==> src/rtl/dptr_bank.sv <==
// Data-pointer bank for the 8051 core: NUM_DPTR 16-bit pointers, one active, selected by DPS.
// Optional macro DPTR_DEC_EN makes DPS[6] (ID) writable so MOVX auto-step can decrement.
module dptr_bank #(
    parameter int          NUM_DPTR = 2,
    parameter logic [7:0]  DPL_ADDR = 8'h82,
    parameter logic [7:0]  DPH_ADDR = 8'h83,
    parameter logic [7:0]  DPS_ADDR = 8'h86
) (
    input  logic        clock,
    input  logic        reset,
    input  logic        sfr_wr,
    input  logic        sfr_wr_bit,
    input  logic [7:0]  sfr_addr,
    input  logic [7:0]  sfr_data_in,
    output logic [7:0]  sfr_data_out,
    output logic        sfr_hit,
    input  logic        dptr_load,
    input  logic [15:0] load_value,
    input  logic        inc_dptr,
    input  logic        movx_done,
    output logic [15:0] dptr_out,
    output logic [7:0]  dps_out
);

    localparam int         SEL_W    = (NUM_DPTR > 1) ? $clog2(NUM_DPTR) : 1;
    localparam logic [7:0] SEL_MASK = (NUM_DPTR > 1) ? 8'((1 << SEL_W) - 1) : 8'h00;
`ifdef DPTR_DEC_EN
    localparam logic [7:0] ID_MASK  = 8'h40;
`else
    localparam logic [7:0] ID_MASK  = 8'h00;
`endif
    // Writable DPS bits: AID, TSL, optional ID, and the SEL field.
    localparam logic [7:0] DPS_MASK = 8'hA0 | ID_MASK | SEL_MASK;

    logic [15:0]      ptr_q [NUM_DPTR];
    logic [15:0]      ptr_d [NUM_DPTR];
    logic [7:0]       dps_q;
    logic [7:0]       dps_d;
    logic [SEL_W-1:0] sel;
    logic [15:0]      active;
    logic [15:0]      active_d;
    logic             auto_step;
    logic             step_dec;
    logic             wr_ok;
    logic             wr_dpl;
    logic             wr_dph;
    logic             wr_dps;

    assign sel      = dps_q[SEL_W-1:0];
    assign wr_ok    = sfr_wr & ~sfr_wr_bit;
    assign wr_dpl   = wr_ok & (sfr_addr == DPL_ADDR);
    assign wr_dph   = wr_ok & (sfr_addr == DPH_ADDR);
    assign wr_dps   = wr_ok & (sfr_addr == DPS_ADDR);

`ifdef DPTR_DEC_EN
    assign step_dec = dps_q[6];
`else
    assign step_dec = 1'b0;
`endif

    always_comb begin
        active = 16'h0000;
        for (int i = 0; i < NUM_DPTR; i++) begin
            if (sel == SEL_W'(i)) begin
                active = ptr_q[i];
            end
        end
    end

    // One pointer action per cycle; lower-priority requests are dropped.
    always_comb begin
        active_d  = active;
        auto_step = 1'b0;
        if (dptr_load) begin
            active_d = load_value;
        end else if (wr_dpl) begin
            active_d = {active[15:8], sfr_data_in};
        end else if (wr_dph) begin
            active_d = {sfr_data_in, active[7:0]};
        end else if (inc_dptr) begin
            active_d = active + 16'd1;
        end else if (movx_done && dps_q[7]) begin
            auto_step = 1'b1;
            active_d  = step_dec ? (active - 16'd1) : (active + 16'd1);
        end
    end

    // A DPS write overrides the TSL toggle; with one pointer SEL_MASK[0] is 0 so no toggle.
    always_comb begin
        dps_d = dps_q;
        if (wr_dps) begin
            dps_d = sfr_data_in & DPS_MASK;
        end else if (auto_step && dps_q[5]) begin
            dps_d = dps_q ^ {7'b0, SEL_MASK[0]};
        end
    end

    genvar gi;
    generate
        for (gi = 0; gi < NUM_DPTR; gi++) begin : g_ptr
            localparam logic [SEL_W-1:0] IDX = SEL_W'(gi);
            assign ptr_d[gi] = (sel == IDX) ? active_d : ptr_q[gi];
            always_ff @(posedge clock or posedge reset) begin
                if (reset) begin
                    ptr_q[gi] <= 16'h0000;
                end else begin
                    ptr_q[gi] <= ptr_d[gi];
                end
            end
        end
    endgenerate

    always_ff @(posedge clock or posedge reset) begin
        if (reset) begin
            dps_q <= 8'h00;
        end else begin
            dps_q <= dps_d;
        end
    end

    always_comb begin
        sfr_data_out = 8'h00;
        sfr_hit      = 1'b0;
        if (sfr_addr == DPL_ADDR) begin
            sfr_data_out = active[7:0];
            sfr_hit      = 1'b1;
        end else if (sfr_addr == DPH_ADDR) begin
            sfr_data_out = active[15:8];
            sfr_hit      = 1'b1;
        end else if (sfr_addr == DPS_ADDR) begin
            sfr_data_out = dps_q;
            sfr_hit      = 1'b1;
        end
    end

    assign dptr_out = active;
    assign dps_out  = dps_q;

endmodule
==> config.mk <==
export PLATFORM = sky130hd
export DESIGN_NAME = dptr_bank
export DESIGN_NICKNAME = d
export VERILOG_FILES = /design/src/rtl/dptr_bank.sv
export SDC_FILE = /design/constraint.sdc
export NUM_CORES = 1
export LEC_CHECK = 0
export ABC_AREA = 1
export CELL_PAD_IN_SITES_DETAIL_PLACEMENT = 0
export CELL_PAD_IN_SITES_GLOBAL_PLACEMENT = 1
export CORE_AREA = 2 2 94 96
export DETAILED_ROUTE_END_ITERATION = 7
export DIE_AREA = 0 0 96 98
export GPL_ROUTABILITY_DRIVEN = 0
export PLACE_DENSITY = 0.9
export REMOVE_ABC_BUFFERS = 1
export SLEW_MARGIN = 20
export SYNTH_ARGS = -nofsm -noshare
export SYNTH_HDL_FRONTEND = slang
export SYNTH_SLANG_ARGS = --single-unit
==> constraint.sdc <==
create_clock -name clock -period 2.45 [get_ports clock]
set_input_delay 0.49 -clock clock [delete_from_list [all_inputs] [get_ports clock]]
set_output_delay 0.49 -clock clock [all_outputs]
set_load 0.02 [all_outputs]
After elaboration in Yosys (flattened, before gate mapping)
Index checks and enable logic that the tools add are counted.
Widths: inputs -> output; s select.
{ "totals": {"input_bits": 39, "regBits": 40, "wordCells": 36, "out_inout_bits": 33} }
{ "classes": {"n_reduce_logical": 3, "n_addsub": 1, "n_mux": 19, "bitwise_logic": 6, "n_eq_ne": 3} }
{ "op_table": {"columns": ["operator", "count"], "rows": [
  ["$mux 16", 6],
  ["$mux 8", 4],
  ["$eq 8x8->1 const B", 3],
  ["$add 16x1->16 const B", 1],
  ["$mux 1", 9],
  ["$and 1x1->1", 4],
  ["$logic_and 1x1->1", 2],
  ["$not 1->1", 2],
  ["$reduce_bool 2->1", 1]
]} }

Longest topological paths before layout
{ "logic_depth": {"ltp_word": 9, "depth_mapped": 17, "ltp_nobuf": 15} }

Worst setup path after synthesis
No wires, ideal clock.
{ "synth_timing": {"path_kind": "register to register", "start": "register dps_q[0], in the netlist dps_out[0]", "end": "register ptr_q[26] (netlist bit)", "period_less_slack_ns": 2.363, "stages_incl_launch_ff": 16, "required_time_ns": 2.332, "setup_time_ns": 0.118, "n_path_buf": 2, "setup_slack_ns": 0.087, "arrival_ns": 2.245, "path_cell_list": "dfrtp_1 > buf_6 > buf_6 > o21ai_1 > ha_1 > inv_1 > nor2_2 > inv_1 > nor2_4 > nand2_1 > nand2_1 > nand2_1 > nand2_1 > nand3_1 > nand3_1 > nand2_1"} }
{ "synth_via": {"elab_chain_cells": 7} }
{ "synth_rtl": {"columns": ["item", "line_no", "text"], "rows": [
  ["start, declared", "37", "logic [7:0] dps_q;"],
  ["start signal, assigned", "117", "dps_q <= dps_d;"],
  ["$mux 16 *", "64", "if (sel == SEL_W'(i)) begin"],
  ["named net dptr_out[1]", "21", "output logic [15:0] dptr_out,"],
  ["$add 16x1->16 *", "81, 84", null],
  ["$mux 16", "82", "end else if (movx_done && dps_q[7]) begin"],
  ["$mux 16 *", "80", "end else if (inc_dptr) begin"],
  ["$mux 16 *", "78", "end else if (wr_dph) begin"],
  ["$mux 16 *", "76", "end else if (wr_dpl) begin"],
  ["$mux 16 *", "74", "if (dptr_load) begin"],
  ["end signal, assigned by index", "107", "ptr_q[gi] <= ptr_d[gi];"],
  ["end, declared", "35", "logic [15:0] ptr_q [NUM_DPTR];"]
]} }
Mark *: on every way through the listed nets, which the timed path passes. The rest lies on a longest branch.
A chain may end at the register's enable or synchronous reset.

Worst setup path in the final report
{ "layout_timing": {"start": "register dps_q[0], in the netlist dps_out[0]", "end": "output port dptr_out[4]"} }
{ "layout_via": {"elab_chain_cells": 1} }
{ "layout_rtl": {"columns": ["item", "line_no"], "rows": [
  ["$mux 16", "64"],
  ["end, declared", "21"]
]} }
No other way between the ends.

==> impl_metrics.ini <==
[outcome]
status = complete, no violations

[sta]
fin_crit_ns = 2.38
final_hold_viol_count = 0
setup_viol_count_final = 0
skew_ns = 0.00629
drv_slew = 0
fmax_mhz = 421
period_share_pct = 97.0
tns_ns = 0

[critical_path]
cp_max_fo = 23
r2r_slack_ns = 0.22
cp-start-kind = flop
crit_arrival_ns = 1.89
rr_worst_depth = 14
crit_slowest_cell = clkdlybuf4s50_1
worst_path_most_repeated_cell = nand2_2
end_kind = primary output
required_ns = 1.96
path_class = reg -> out
r2r-end = ptr_q[10]
r2r-start = dps_out[0]
cp_slowest_stage_delay_ns = 0.54
critPathBufInv = 4
crit_chain = inv_8 > buf_12 > nand2_2 > nand2_2 > inv_1 > clkdlybuf4s50_1
critPathTopFamily = buffers and inverters

[grt]
grt_usage_pct = 18.6
grt_pass1_wl_microns = 13800
first_global_vias = 3032
overflow = 0
antenna_found_initial = 0
grt_max_degree = 38

[floorplan]
dieWidth_microns = 96
start_util_pct = 33.2
fp.dieH_microns = 98
core_sq_mm = 0.00847
die_area_sq_mm = 0.00941
rows = 34
num_io_pins = 72

[route]
postRouteAntennaNets = 0
drt-total-wl_microns = 8520
drc = 0
vias = 3119
drt_iter0_markers = 192
wire_per_inst_microns = 13.1
drtPass1Iterations = 5
vias_per_cell = 4.81

[power_and_ir_drop]
p_total_mw = 2.08
p_leak_nw = 2.05
cellPowerDensity_mw_per_mm2 = 537
ir_worst_vdd_mv = 0.195

[min_path]
hold_depth = 2
hold_end = ptr_q[15]
holdCritPathClass = reg -> reg
hold_start = ptr_q[15]

[synth]
syn_inst = 457
synth.distinct_cells = 33
yosysWarnings = 0
yosys_register_bits = 35
yosysSeqAreaShare_pct = 31.2
syn_area_sq_mm = 0.00281
synth_area_per_cell_sq_um = 6.15

[clocking]
cts_sinks = 35
numCtsBuffers = 5
cts.clk_slew.worst_paths_ns = 0.07
cts_root_buf = clkbuf_8
cts_tree = built
clock_latency_ns = 0.29
cts_hold_buffers = 0
clockBufferDepth = 2
h-tree-depth = 2

[final_layout]
fillers = 880
layout.nets = 580
multi_input_area_sq_mm = 0.00167
area_delta_synth_final_pct = 38.0
layout-drive-gt1-share_pct = 17.6
seqCellArea_sq_um = 877
fin_area_sq_mm = 0.00388
final_common_cell = nand2_1
layout_common_cells = nand2_1, inv_1, clkdlybuf4s50_1
diodes = 0

[job]
drv_cap = 0

[placement]
post_dp_cell_area_sq_mm = 0.00370
hpwl_microns = 6490
port_buffers = 66
[worst reg2reg max path, delay by kind of cell (launching register included)]
kind / cells / cell delay (ns)
compound gates: 1 / 0.27
fa+ha+maj: 1 / 0.19
buf+inv: 3 / 0.33
flops: 1 / 0.47
simple gates: 9 / 0.86
[flip-flops by register name, indices dropped and copies added, names as in the netlist]
signal	flops
dps_out	3
ptr_q	32
[through the flow]
| step | hold slack (ns) | instances | setup WS (ns) | util [%] |
|---|---|---|---|---|
| after detailed placement | 0.458 | 639 | -0.426 | 43.7 |
| after CTS | 0.479 | 648 | -0.0470 | 44.8 |
| after global routing | 0.508 | 649 | -0.00446 | 45.8 |
| after floorplan | 0.441 | 438 | -0.520 | - |
| final | 0.477 | 649 | 0.0742 | 45.8 |
| after global placement | 0.456 | 639 | -0.387 | 43.7 |
[synth_stat cells]
master	number	area (sq um)
a21oi_1	18	90.1
a31oi_1	5	31.3
and2_1	1	6.26
buf_1	1	3.75
buf_2	6	30.0
buf_4	7	52.6
buf_6	4	45.0
clkbuf_1	5	18.8
conb_1	1	3.75
dfrtp_1	35	876
ha_1	1	12.5
inv_1	44	165
inv_2	4	15.0
inv_8	1	11.3
nand2_1	196	736
nand2_2	18	113
nand2_4	2	22.5
nand3_1	25	125
nand3_2	1	10.0
nand4_1	6	37.5
nor2_1	29	109
nor2_2	3	18.8
nor2_4	4	45.0
nor3_1	1	5.00
nor3_4	1	16.3
o211ai_1	2	15.0
o21a_1	1	7.51
o21ai_0	17	85.1
o21ai_1	10	50.1
o21bai_1	1	7.51
o221ai_1	1	8.76
o22ai_1	4	25.0
or2_2	2	12.5
[repair_timing]
item                       CTS  global route
setup buffers                1             1
setup endpoints to repair   16            17
pin swaps                    0             4
gates resized for setup     38            34
[cells by family after synthesis]
group,share of synthesized area [%]
fa+ha+maj,0.445
other cells,0.133
compound gates,11.4
simple gates,44.7
flops,31.2
buf+inv,12.2
[report_power, final]
part / internal (mW) / leakage, nW / switching [mW]
combinational: 0.297 / 1.57 / 0.420
clock: 0.329 / 0.0612 / 0.219
sequential: 0.734 / 0.423 / 0.0832
[metal layers]
layer / routed length (microns) / vias up / global-route usage, %
met3: 608 / 7 / 3.55
met4: 60 / 0 / 4.51
met2: 4040 / 110 / 30.8
met5: 0 / - / 0
li1: - / 1579 / -
met1: 3810 / 1423 / 24.9
[how the worst max path moves through the flow]
stage	start	endpoint	cells after the start
finish	dps_out[0]	dptr_out[4]	6
global route	dps_out[0]	dptr_out[4]	6
detailed placement	sfr_addr[7]	sfr_data_out[5]	8
floorplan	dps_out[0]	ptr_q[8]	15
global placement	sfr_addr[7]	sfr_data_out[6]	7
CTS	sfr_addr[7]	sfr_data_out[0]	7
[final cells by class]
type	count	area share, %
repair buffers	95	22.9
clock buffers	6	2.13
multi-input cells	354	43.0
clock inverters	2	0.904
inverters	49	4.94
flip-flops and latches	35	22.6
well taps	108	3.49
No activity file was read; power rests on OpenSTA's default activity.
